==> src/rtl/bcd_disp_pkg.sv <==
// Shared constants for the multiplexed 7-segment driver: segment patterns and
// counter width helpers.
package bcd_disp_pkg;

    // Segment order {a,b,c,d,e,f,g}; a 0 lights the segment.
    localparam logic [6:0] SEG_BLANK = 7'b1111111;

    // Entry d holds the active-low pattern for decimal digit d.
    localparam logic [9:0][6:0] SEG_TABLE = {
        7'b0000100,  // 9
        7'b0000000,  // 8
        7'b0001111,  // 7
        7'b0100000,  // 6
        7'b0100100,  // 5
        7'b1001100,  // 4
        7'b0000110,  // 3
        7'b0010010,  // 2
        7'b1001111,  // 1
        7'b0000001   // 0
    };

    // Drive value for the segment and decimal-point pins of one digit.
    typedef struct packed {
        logic [6:0] seg;
        logic       dp;
    } seg_drive_t;

    localparam seg_drive_t DRIVE_OFF = '{seg: SEG_BLANK, dp: 1'b1};

    // Bits needed to hold 0..n-1, never less than one.
    function automatic int cnt_width(input int n);
        int w;
        w = 1;
        while ((1 << w) < n) w++;
        return w;
    endfunction

    function automatic logic digit_is_invalid(input logic [3:0] digit);
        return digit > 4'd9;
    endfunction

endpackage

==> src/rtl/bcd_seg_decode.sv <==
// BCD digit to active-low 7-segment pattern; codes 10..15 decode to blank.
module bcd_seg_decode
    import bcd_disp_pkg::*;
(
    input  logic [3:0] digit,
    output logic [6:0] pattern
);

    always_comb begin
        // NOTE: default assignment first so every path drives the output and no latch is inferred.
        pattern = SEG_BLANK;
        if (!digit_is_invalid(digit))
            pattern = SEG_TABLE[digit];
    end

endmodule

==> src/rtl/bcd_scan_display.sv <==
// Time-multiplexed common-anode 7-segment driver with leading-zero blanking,
// per-digit blink, anti-ghost slot blanking and invalid-code flagging.
module bcd_scan_display
    import bcd_disp_pkg::*;
#(
    parameter int NUM_DIGITS  = 4,
    parameter int REFRESH_DIV = 50000,
    parameter int GHOST_CYC   = 8,
    parameter int BLINK_SCANS = 64,
    parameter int AN_ACT_LOW  = 1
) (
    input  logic                    clk,
    input  logic                    reset,
    input  logic [4*NUM_DIGITS-1:0] bcd_in,
    input  logic                    load,
    input  logic                    lz_blank_en,
    input  logic [NUM_DIGITS-1:0]   blink_mask,
    input  logic [NUM_DIGITS-1:0]   dp_mask,
    output logic [6:0]              seg,
    output logic                    dp,
    output logic [NUM_DIGITS-1:0]   an,
    output logic                    invalid
);

    localparam int SLOT_W  = cnt_width(REFRESH_DIV);
    localparam int IDX_W   = cnt_width(NUM_DIGITS);
    localparam int BLINK_W = cnt_width(BLINK_SCANS);

    localparam logic [SLOT_W-1:0]     SLOT_LAST  = SLOT_W'(REFRESH_DIV - 1);
    localparam logic [SLOT_W-1:0]     GHOST_END  = SLOT_W'(GHOST_CYC);
    localparam logic [IDX_W-1:0]      IDX_LAST   = IDX_W'(NUM_DIGITS - 1);
    localparam logic [BLINK_W-1:0]    BLINK_LAST = BLINK_W'(BLINK_SCANS - 1);
    // XOR mask that turns a one-hot enable into pin polarity; also the idle level.
    localparam logic [NUM_DIGITS-1:0] AN_IDLE    = {NUM_DIGITS{AN_ACT_LOW != 0}};

    logic [4*NUM_DIGITS-1:0] snapshot;
    logic [SLOT_W-1:0]       slot_cnt;
    logic [IDX_W-1:0]        idx;
    logic [BLINK_W-1:0]      blink_cnt;
    logic                    phase;

    logic                    slot_end;
    logic                    scan_end;
    logic                    bcd_in_invalid;
    logic [3:0]              cur_digit;
    logic [6:0]              cur_pattern;
    logic [NUM_DIGITS-1:0]   lz_mask;
    logic [NUM_DIGITS-1:0]   an_hot;
    seg_drive_t              drive_next;
    logic [NUM_DIGITS-1:0]   an_next;

    assign slot_end = (slot_cnt == SLOT_LAST);
    assign scan_end = slot_end && (idx == IDX_LAST);

    always_comb begin
        bcd_in_invalid = 1'b0;
        for (int k = 0; k < NUM_DIGITS; k++)
            bcd_in_invalid = bcd_in_invalid | digit_is_invalid(bcd_in[4*k +: 4]);
    end

    // Reset release is expected to be synchronous to clk at the board level.
    always_ff @(posedge clk or posedge reset) begin
        // NOTE: sequential state uses non-blocking assignments so every flop samples pre-edge values.
        if (reset) begin
            snapshot <= '0;
            invalid  <= 1'b0;
        end else if (load) begin
            snapshot <= bcd_in;
            invalid  <= bcd_in_invalid;
        end
    end

    always_ff @(posedge clk or posedge reset) begin
        if (reset) begin
            slot_cnt  <= '0;
            idx       <= '0;
            blink_cnt <= '0;
            phase     <= 1'b0;
        end else begin
            if (slot_end) begin
                slot_cnt <= '0;
                idx      <= (idx == IDX_LAST) ? '0 : idx + IDX_W'(1);
            end else begin
                slot_cnt <= slot_cnt + SLOT_W'(1);
            end
            if (scan_end) begin
                if (blink_cnt == BLINK_LAST) begin
                    blink_cnt <= '0;
                    phase     <= ~phase;
                end else begin
                    blink_cnt <= blink_cnt + BLINK_W'(1);
                end
            end
        end
    end

    assign cur_digit = snapshot[4*idx +: 4];

    bcd_seg_decode u_decode (
        .digit   (cur_digit),
        .pattern (cur_pattern)
    );

    // A digit is a leading zero when it and every more significant digit are zero.
    always_comb begin
        logic upper_zero;
        // NOTE: blocking assignments here chain the running flag through the loop within one evaluation.
        upper_zero = 1'b1;
        lz_mask    = '0;
        for (int k = NUM_DIGITS - 1; k >= 0; k--) begin
            upper_zero = upper_zero && (snapshot[4*k +: 4] == 4'd0);
            lz_mask[k] = lz_blank_en && (k != 0) && upper_zero;
        end
    end

    assign an_hot = NUM_DIGITS'(1) << idx;

    // Priority: ghost window, then blink, then leading-zero blanking.
    always_comb begin
        drive_next.seg = cur_pattern;
        drive_next.dp  = ~dp_mask[idx];
        an_next        = an_hot ^ AN_IDLE;
        if (lz_mask[idx])
            drive_next.seg = SEG_BLANK;
        if (blink_mask[idx] && phase)
            drive_next = DRIVE_OFF;
        if (slot_cnt < GHOST_END) begin
            drive_next = DRIVE_OFF;
            an_next    = AN_IDLE;
        end
    end

    always_ff @(posedge clk or posedge reset) begin
        if (reset) begin
            seg <= SEG_BLANK;
            dp  <= 1'b1;
            an  <= AN_IDLE;
        end else begin
            seg <= drive_next.seg;
            dp  <= drive_next.dp;
            an  <= an_next;
        end
    end

endmodule
==> config.mk <==
export PLATFORM = sky130hd
export DESIGN_NAME = bcd_scan_display
export DESIGN_NICKNAME = d
export VERILOG_FILES = /design/src/rtl/bcd_disp_pkg.sv /design/src/rtl/bcd_seg_decode.sv /design/src/rtl/bcd_scan_display.sv
export SDC_FILE = /design/constraint.sdc
export NUM_CORES = 1
export LEC_CHECK = 0
export BUFFER_PORTS_ARGS = -buffer_cell sky130_fd_sc_hd__clkbuf_2
export CELL_PAD_IN_SITES_DETAIL_PLACEMENT = 1
export CELL_PAD_IN_SITES_GLOBAL_PLACEMENT = 1
export CORE_MARGIN = 1
export CORE_UTILIZATION = 34
export DETAILED_ROUTE_END_ITERATION = 7
export GPL_TIMING_DRIVEN = 0
export PLACE_DENSITY_LB_ADDON = 0.1
export SETUP_SLACK_MARGIN = 0.15
export SYNTH_ARGS = -nofsm -noshare
export SYNTH_HDL_FRONTEND = slang
export SYNTH_HIERARCHICAL = 1
export SYNTH_SLANG_ARGS = --single-unit
==> constraint.sdc <==
create_clock -name clk -period 3 [get_ports clk]
set_input_delay 0.45 -clock clk [delete_from_list [all_inputs] [get_ports clk]]
set_output_delay 0.45 -clock clk [all_outputs]
set_load 0.1 [all_outputs]
Word level (Yosys, flattened, before mapping)
Memories as Yosys holds them, arrays and structs flattened.
Cells that the tools add are included.

word-level totals
  bits in registers = 54
  memory bits (read-only) = 112
  input port bits = 28
  output and inout bits = 13
  logic and storage cells = 58
  memories kept = 1

memories
  name             depth  bits a word  read ports  clocked after Yosys merged registers in  wr ports  line                  source
  (no name shown)  16     7            1           0                                        0         bcd_seg_decode.sv:13  pattern = SEG_TABLE[digit];

operators by class
  add/subtract/negate cells = 3
  $lt $le $gt $ge = 8
  eq/ne operators = 3
  shifts and indexed selects = 2
  mux-type cells = 15
  bitwise gates (word level) = 6
  reduce and logical (&&, ||, !) cells = 11

operators with widths
  operator               number
  $mux 7                 3
  $gt 4x4->1 const B     5
  $add 16x1->16 const B  1
  $eq 16x16->1 const B   1
  $lt 16x4->1 const B    1
  $mux 16                1
  $mux 8                 2
  $shiftx 16x5->4        1
  $logic_not 4->1        3
  $logic_and 1x1->1      7
  $add 6x1->6 const B    1
  $bmux 1 s2             3
  $eq 6x6->1 const B     1
  $mux 6                 1
  $lt 4x5->1 const B     1
  $mux 4                 1
  $not 4->4              1
  $shl 1x2->4 const A    1
  $lt 2x3->1 const B     1
  $mux 1                 3
  $or 1x1->1             3
  $add 2x1->2 const B    1
  $eq 2x2->1 const B     1
  $mux 2                 1
  2 further kinds        3

Longest topological paths before layout
Gate-level depths: netlist of the first run.

  depth after elaboration = 9
  mapped depth = 8
  mapped depth without buffers = 7

Cells and area by module
Netlist of the first run, hierarchy kept.

modules (own cells, without submodules)
  module            times used  cells an instance  area each (um^2)  sequential area each (um^2)
  bcd_scan_display  1           213                2522.4            1366.3
  bcd_seg_decode    1           30                 206.4             0.0

Worst setup path before layout of the first run
No wires, ideal clock.

  path kind = flip-flop to flip-flop
  start = reg idx[1]
  end = reg seg[3]
  data arrival time = 2.023 ns
  data required time = 2.914 ns
  path slack = 0.891 ns
  stages on the path, launching flop included = 9
  path buffers = 1
  path through = dfrtp_1 -> clkbuf_1 -> mux4_2 -> inv_1 -> ha_1 -> o21bai_1 -> a22oi_2 -> o21ai_1 -> nand3b_1

RTL lines
  item                      line                     source
  start: declaration        bcd_scan_display.sv:38   logic [IDX_W-1:0] idx;
  start signal: assignment  bcd_scan_display.sv:82   idx <= (idx == IDX_LAST) ? '0 : idx + IDX_W'(1);
  end signal: assignment    bcd_scan_display.sv:139  seg <= drive_next.seg;
  end: declaration          bcd_scan_display.sv:19   output logic [6:0] seg,

==> impl_metrics.env, run 1 <==
export IMPL_status="finished clean"
export IMPL_synth_distinct_cells=45
export IMPL_r2r_start="idx[1]"
export IMPL_yosysTopAreaCell="dfrtp_1"
export IMPL_final_util=0.412
export IMPL_cp_end_kind="flop"
export IMPL_initial_core_util=0.353
export IMPL_grt_max_degree=40
export IMPL_yosysSeqAreaShare=0.501
export IMPL_critical_path_peak_fanout=8
export IMPL_fin_nets=329
export IMPL_htree_levels=2
export IMPL_grt_use_met1=0.223
export IMPL_hp_class="input port to async pin"
export IMPL_fin_crit_ps=2390
export IMPL_clock_sink_count=54
export IMPL_clk_pin_slew_ps=100
export IMPL_crit_type="flop to flop"
export IMPL_cts_buffers=5
export IMPL_slew_headroom=0.514
export IMPL_fp_dieW_um=91.6
export IMPL_cts_setup_buffers=0
export IMPL_root_buffer="clkbuf_8"
export IMPL_worstPathArrival_ps=2630
export IMPL_grt_total_usage=0.157
export IMPL_grt_overflow_total=0
export IMPL_cts_resized=0
export IMPL_cts_tree="built"
export IMPL_start_kind="flop"
export IMPL_r2r_slack_ps=610
export IMPL_routed_via_density=5.02
export IMPL_grt_pass1_wl_um=10400
export IMPL_fmax_mhz=419
export IMPL_fp_row_count=32
export IMPL_fin_skew_ps=7.11
export IMPL_fillers=878
export IMPL_core_area_um2=7730
export IMPL_crit_required_ps=3240
export IMPL_fin_crit_sh=0.796
export IMPL_ctsHoldBuffers=0
export IMPL_synth_mux_area_frac=0.126
export IMPL_fp_dieH_um=91.6
export IMPL_pwr_density_cell_nw_per_um2=507
export IMPL_firstDrtPassIters=4
export IMPL_ys_seq_elements=54
export IMPL_synth_ff_type="dfrtp_1"
export IMPL_async_flop_share=1.00
export IMPL_netlist_area_leader_share=0.385
export IMPL_drive_above_1_share=0.323
export IMPL_p_leak_nw=1.36
export IMPL_met2_usage=0.238
export IMPL_drt_wl_total_um=5860
export IMPL_synth_edf_count=0
export IMPL_cts_buffer_depth=2
export IMPL_layoutNonFillerInstCount=393
export IMPL_num_vias=1972
export IMPL_fin_tns_setup_ps=0
export IMPL_synthCells=243
export IMPL_syn2layout_area_growth_pct=16.6
export IMPL_met3_usage=0.0310
export IMPL_syn_cell_area_um2=2730
export IMPL_rsz0062_at_grt="false"
export IMPL_dp_cells=385
export IMPL_yosys_top_cells_count="dfrtp_1 (42), nand2_1 (19), nor2_1 (18)"
export IMPL_ios=41
export IMPL_multi_input_area_um2=1280
export IMPL_drc=0
export IMPL_yosys_area_share_simple=0.177
export IMPL_r2r_cells=8
export IMPL_io_buffers=39
export IMPL_yosysMostFrequentCell="dfrtp_1"
export IMPL_slew_violations=0
export IMPL_synth_xor_area_frac=0.0514
export IMPL_peakVddDrop_mv=0.173
export IMPL_synthAdderAreaFrac=0.0504
export IMPL_synth_top_family_by_area="simple AND/OR/NAND/NOR gates"
export IMPL_postSynthAreaPerCell_um2=11.2
export IMPL_grt_pass1_vias=2047
export IMPL_hold_viol_final=0
export IMPL_place_ws_ps=585
export IMPL_drtAntennaViolNets=0
export IMPL_synth_compound_area_frac=0.0660
export IMPL_synthesis_nets=282
export IMPL_busiest_layer="met2"
export IMPL_setup_viol=0
export IMPL_synth_area_leaders="dfrtp_1 (39%), dfstp_2 (12%), mux2_2 (7.0%)"
export IMPL_whs_ps=80.3
export IMPL_antenna_found_initial=0
export IMPL_tightest_slew_ps=722
export IMPL_clock_latency_ps=310
export IMPL_routedWlPerCell_um=14.9
export IMPL_place_congestion=0.744
export IMPL_drt_iter0_drc=45
export IMPL_yosys_warnings=6
export IMPL_r2r_end="seg[3]"
export IMPL_layout_setup_ws_ps=612
export IMPL_die_area_um2=8390
export IMPL_ff_latch_area_um2=1370
export IMPL_antennaDiodeCount=0
export IMPL_max_cap_violations=0
export IMPL_hpwl_um=4400
[worst max-delay path by stage]
stage,start,endpoint,depth (start not counted)
floorplan,idx[1],seg[3],8
global placement,reset,blink_cnt[5],2
detailed placement,idx[1],seg[3],8
CTS,idx[1],seg[3],8
global route,idx[0],seg[3],8
finish,idx[1],seg[3],8
[cell type report]
cell class                      count  area share
Sequential cell                    54       0.429
Multi-Input combinational cell    172       0.404
Timing Repair Buffer               40      0.0676
Tap cell                          102      0.0401
Clock buffer                        6      0.0228
Buffer                             10      0.0161
Clock inverter                      2      0.0118
Inverter                            7     0.00826
[power breakdown]
group	leakage, nW	internal, mW	switching [mW]
registers	0.658	0.780	0.0221
clock network	0.0514	0.250	0.252
logic	0.654	0.0896	0.221
[worst max-delay path, stage by stage (launching register included)]
cell	delay, ps
dfrtp_1	380
clkbuf_1	370
mux4_2	610
inv_1	140
ha_1	250
o21bai_1	110
a22oi_2	210
o21ai_1	80
nand3b_1	160
[cells in the final DEF, fill, tap and decap left out, drive strengths merged, types with 2 or more instances in the layout]
cell,instances
ha,11
nand3b,7
clkbuf,49
mux2,17
o21ai,10
xnor2,8
nand3,13
dfstp,12
inv,7
xor2,8
nand4,8
buf,7
a21oi,7
and4,4
dfrtp,42
nand2,20
or4,2
mux2i,4
mux4,5
a21o,2
nor2,19
o31ai,2
nor4,8
nor3,3
[layer usage]
metal	vias up	share of wire
met5	-	0
met4	0	0.013
met3	6	0.031
met2	35	0.44
met1	961	0.51
li1	970	-
[sequential cells by signal, summed over array words and instances, names as in the netlist]
name and count:
invalid 1, seg 7, blink_cnt 6, phase 1
dp 1, slot_cnt 16, snapshot 16, an 4
idx 2
[kinds of logic (layout without fill, tap and decap cells)]
family	after synthesis	after routing
simple gates	91	91
flops	54	54
compound gates	28	28
mux	26	26
buf+inv	17	65
xor+xnor	16	16
fa+ha+maj	11	11
[metrics by stage]
step,cell area (um^2),power (mW)
detailed placement,3070,1.13
global route,3180,1.69
CTS,3180,1.63
finish,3180,1.61
floorplan,2730,1.06
global placement,3050,1.12
Note: power is estimated with default switching activity, not from simulation.
==> run 2: changes to the inputs <==
clock period = 2.45 ns   (was 3 ns; I/O delays follow)
==> impl_metrics.env, run 2 (same netlist as run 1, synthesis figures left out) <==
export IMPL_hold_viol_final=11
export IMPL_fmax_mhz=472
export IMPL_drc=0
export IMPL_drt_wl_total_um=5850
export IMPL_setup_viol=0
export IMPL_syn2layout_area_growth_pct=16.9
export IMPL_grt_pass1_vias=2044
export IMPL_place_congestion=0.744
export IMPL_io_buffers=39
export IMPL_drt_iter0_drc=42
export IMPL_most_common_layout_cells="dfrtp_1 (42), clkbuf_2 (40), nand2_1 (19), nor2_1 (18), mux2_2 (17)"
export IMPL_grt_max_degree=40
export IMPL_finalPower_mw=1.98
export IMPL_routedWlPerCell_um=14.9
export IMPL_routed_via_density=5.01
export IMPL_grt_overflow_total=0
export IMPL_final_common_cell="dfrtp_1"
export IMPL_fp_dieW_um=91.6
export IMPL_grt_pass1_wl_um=10400
export IMPL_fp_row_count=32
export IMPL_fin_skew_ps=5.56
export IMPL_grt_total_usage=0.157
export IMPL_clock_sink_count=54
export IMPL_start_kind="flop"
export IMPL_max_cap_violations=0
export IMPL_cts_buffers=5
export IMPL_fin_nets=329
export IMPL_critical_path_peak_fanout=10
export IMPL_p_leak_nw=1.37
export IMPL_violations="negative hold slack"
export IMPL_final_util=0.413
export IMPL_antenna_found_initial=0
export IMPL_root_buffer="clkbuf_8"
export IMPL_stdcell_area_um2=3190
export IMPL_core_area_um2=7730
export IMPL_rsz0062_at_grt="false"
export IMPL_slew_violations=0
export IMPL_fin_crit_ps=2120
export IMPL_pwr_density_cell_nw_per_um2=621
export IMPL_drive_above_1_share=0.340
export IMPL_cts_tree="built"
export IMPL_firstDrtPassIters=4
export IMPL_cts_setup_buffers=0
export IMPL_fin_tns_setup_ps=0
export IMPL_slew_headroom=0.536
export IMPL_hp_class="input port to async pin"
export IMPL_cp_end_kind="flop"
export IMPL_crit_required_ps=2690
export IMPL_initial_core_util=0.353
export IMPL_hpwl_um=4400
export IMPL_crit_type="flop to flop"
export IMPL_whs_ps=-2.61
export IMPL_tightest_slew_ps=690
export IMPL_antennaDiodeCount=0
export IMPL_clock_latency_ps=310
export IMPL_cts_resized=2
export IMPL_top_regs="slot_cnt (16), snapshot (16), seg (7)"
export IMPL_place_area_um2=3070
export IMPL_ios=41
export IMPL_ctsHoldBuffers=0
export IMPL_drtAntennaViolNets=0
export IMPL_htree_levels=2
export IMPL_dp_cells=385
export IMPL_clk_pin_slew_ps=100
export IMPL_status="finished with violations"
export IMPL_cts_buffer_depth=2
export IMPL_worstPathArrival_ps=2360
export IMPL_peakVddDrop_mv=0.212
export IMPL_layoutNonFillerInstCount=393
export IMPL_die_area_um2=8390
export IMPL_fp_dieH_um=91.6
export IMPL_fin_crit_sh=0.864
export IMPL_num_vias=1970
-- run 2: changes by cell type in the layout (fill, tap and decap cells not counted) --
cell,delta
ha_2,+1
buf_2,+1
clkbuf_4,+1
ha_1,-1
inv_1,-2
inv_2,+2
clkbuf_1,-2
-- run 2: power by group --
part	leakage, nW	internal, mW	switching, mW
combinational	0.658	0.110	0.272
sequential	0.658	0.955	0.0271
clock	0.0514	0.306	0.310
-- run 2: area by class of cell --
cell class	count	area, um^2
timing repair buffer	40	215
clock inverter	2	37.5
tap	102	128
sequential	54	1370
buffer	10	56.3
inverter	7	26.3
clock buffer	6	72.6
multi-input combinational	172	1290
fill	876	4540
-- run 2: worst max-delay path, cell delays in order (launching register included) --
cell,delay (ps)
dfrtp_1,430
buf_2,290
mux4_2,570
buf_6,160
o21bai_1,150
a22oi_2,210
o21ai_1,80
nand3b_1,160
-- run 2: final timing paths --
path / to / cells past startpoint / slack [ps] / from
max in group asynchronous: an[2] / 3 / 1860 / reset
worst max-delay path: seg[3] / 7 / 330 / idx[0]
worst min register to register: blink_cnt[4] / 1 / 490 / blink_cnt[4]
min in group clk: snapshot[4] / 2 / 280 / bcd_in[4]
worst min-delay path: snapshot[14] / 2 / -3 / reset
worst max register to register: seg[3] / 7 / 330 / idx[0]
-- run 2: per-stage QoR --
stage | worst slack (ps) | hold WS [ps]
5_1_grt | 168 | 14.6
3_5_place_dp | 35.4 | 348
3_3_place_gp | 9.02 | 461
4_1_cts | 186 | 2.29
2_1_floorplan | 341 | 442
6_report | 333 | -2.61
-- run 2: metal layers --
layer  GRT usage  vias to the layer above  routed length [um]
met5           0                        -                   0
met4      0.0503                        0                  76
met3      0.0310                        6                 199
met2       0.237                       39                2590
met1       0.224                      960                2990
li1            -                      965                   -
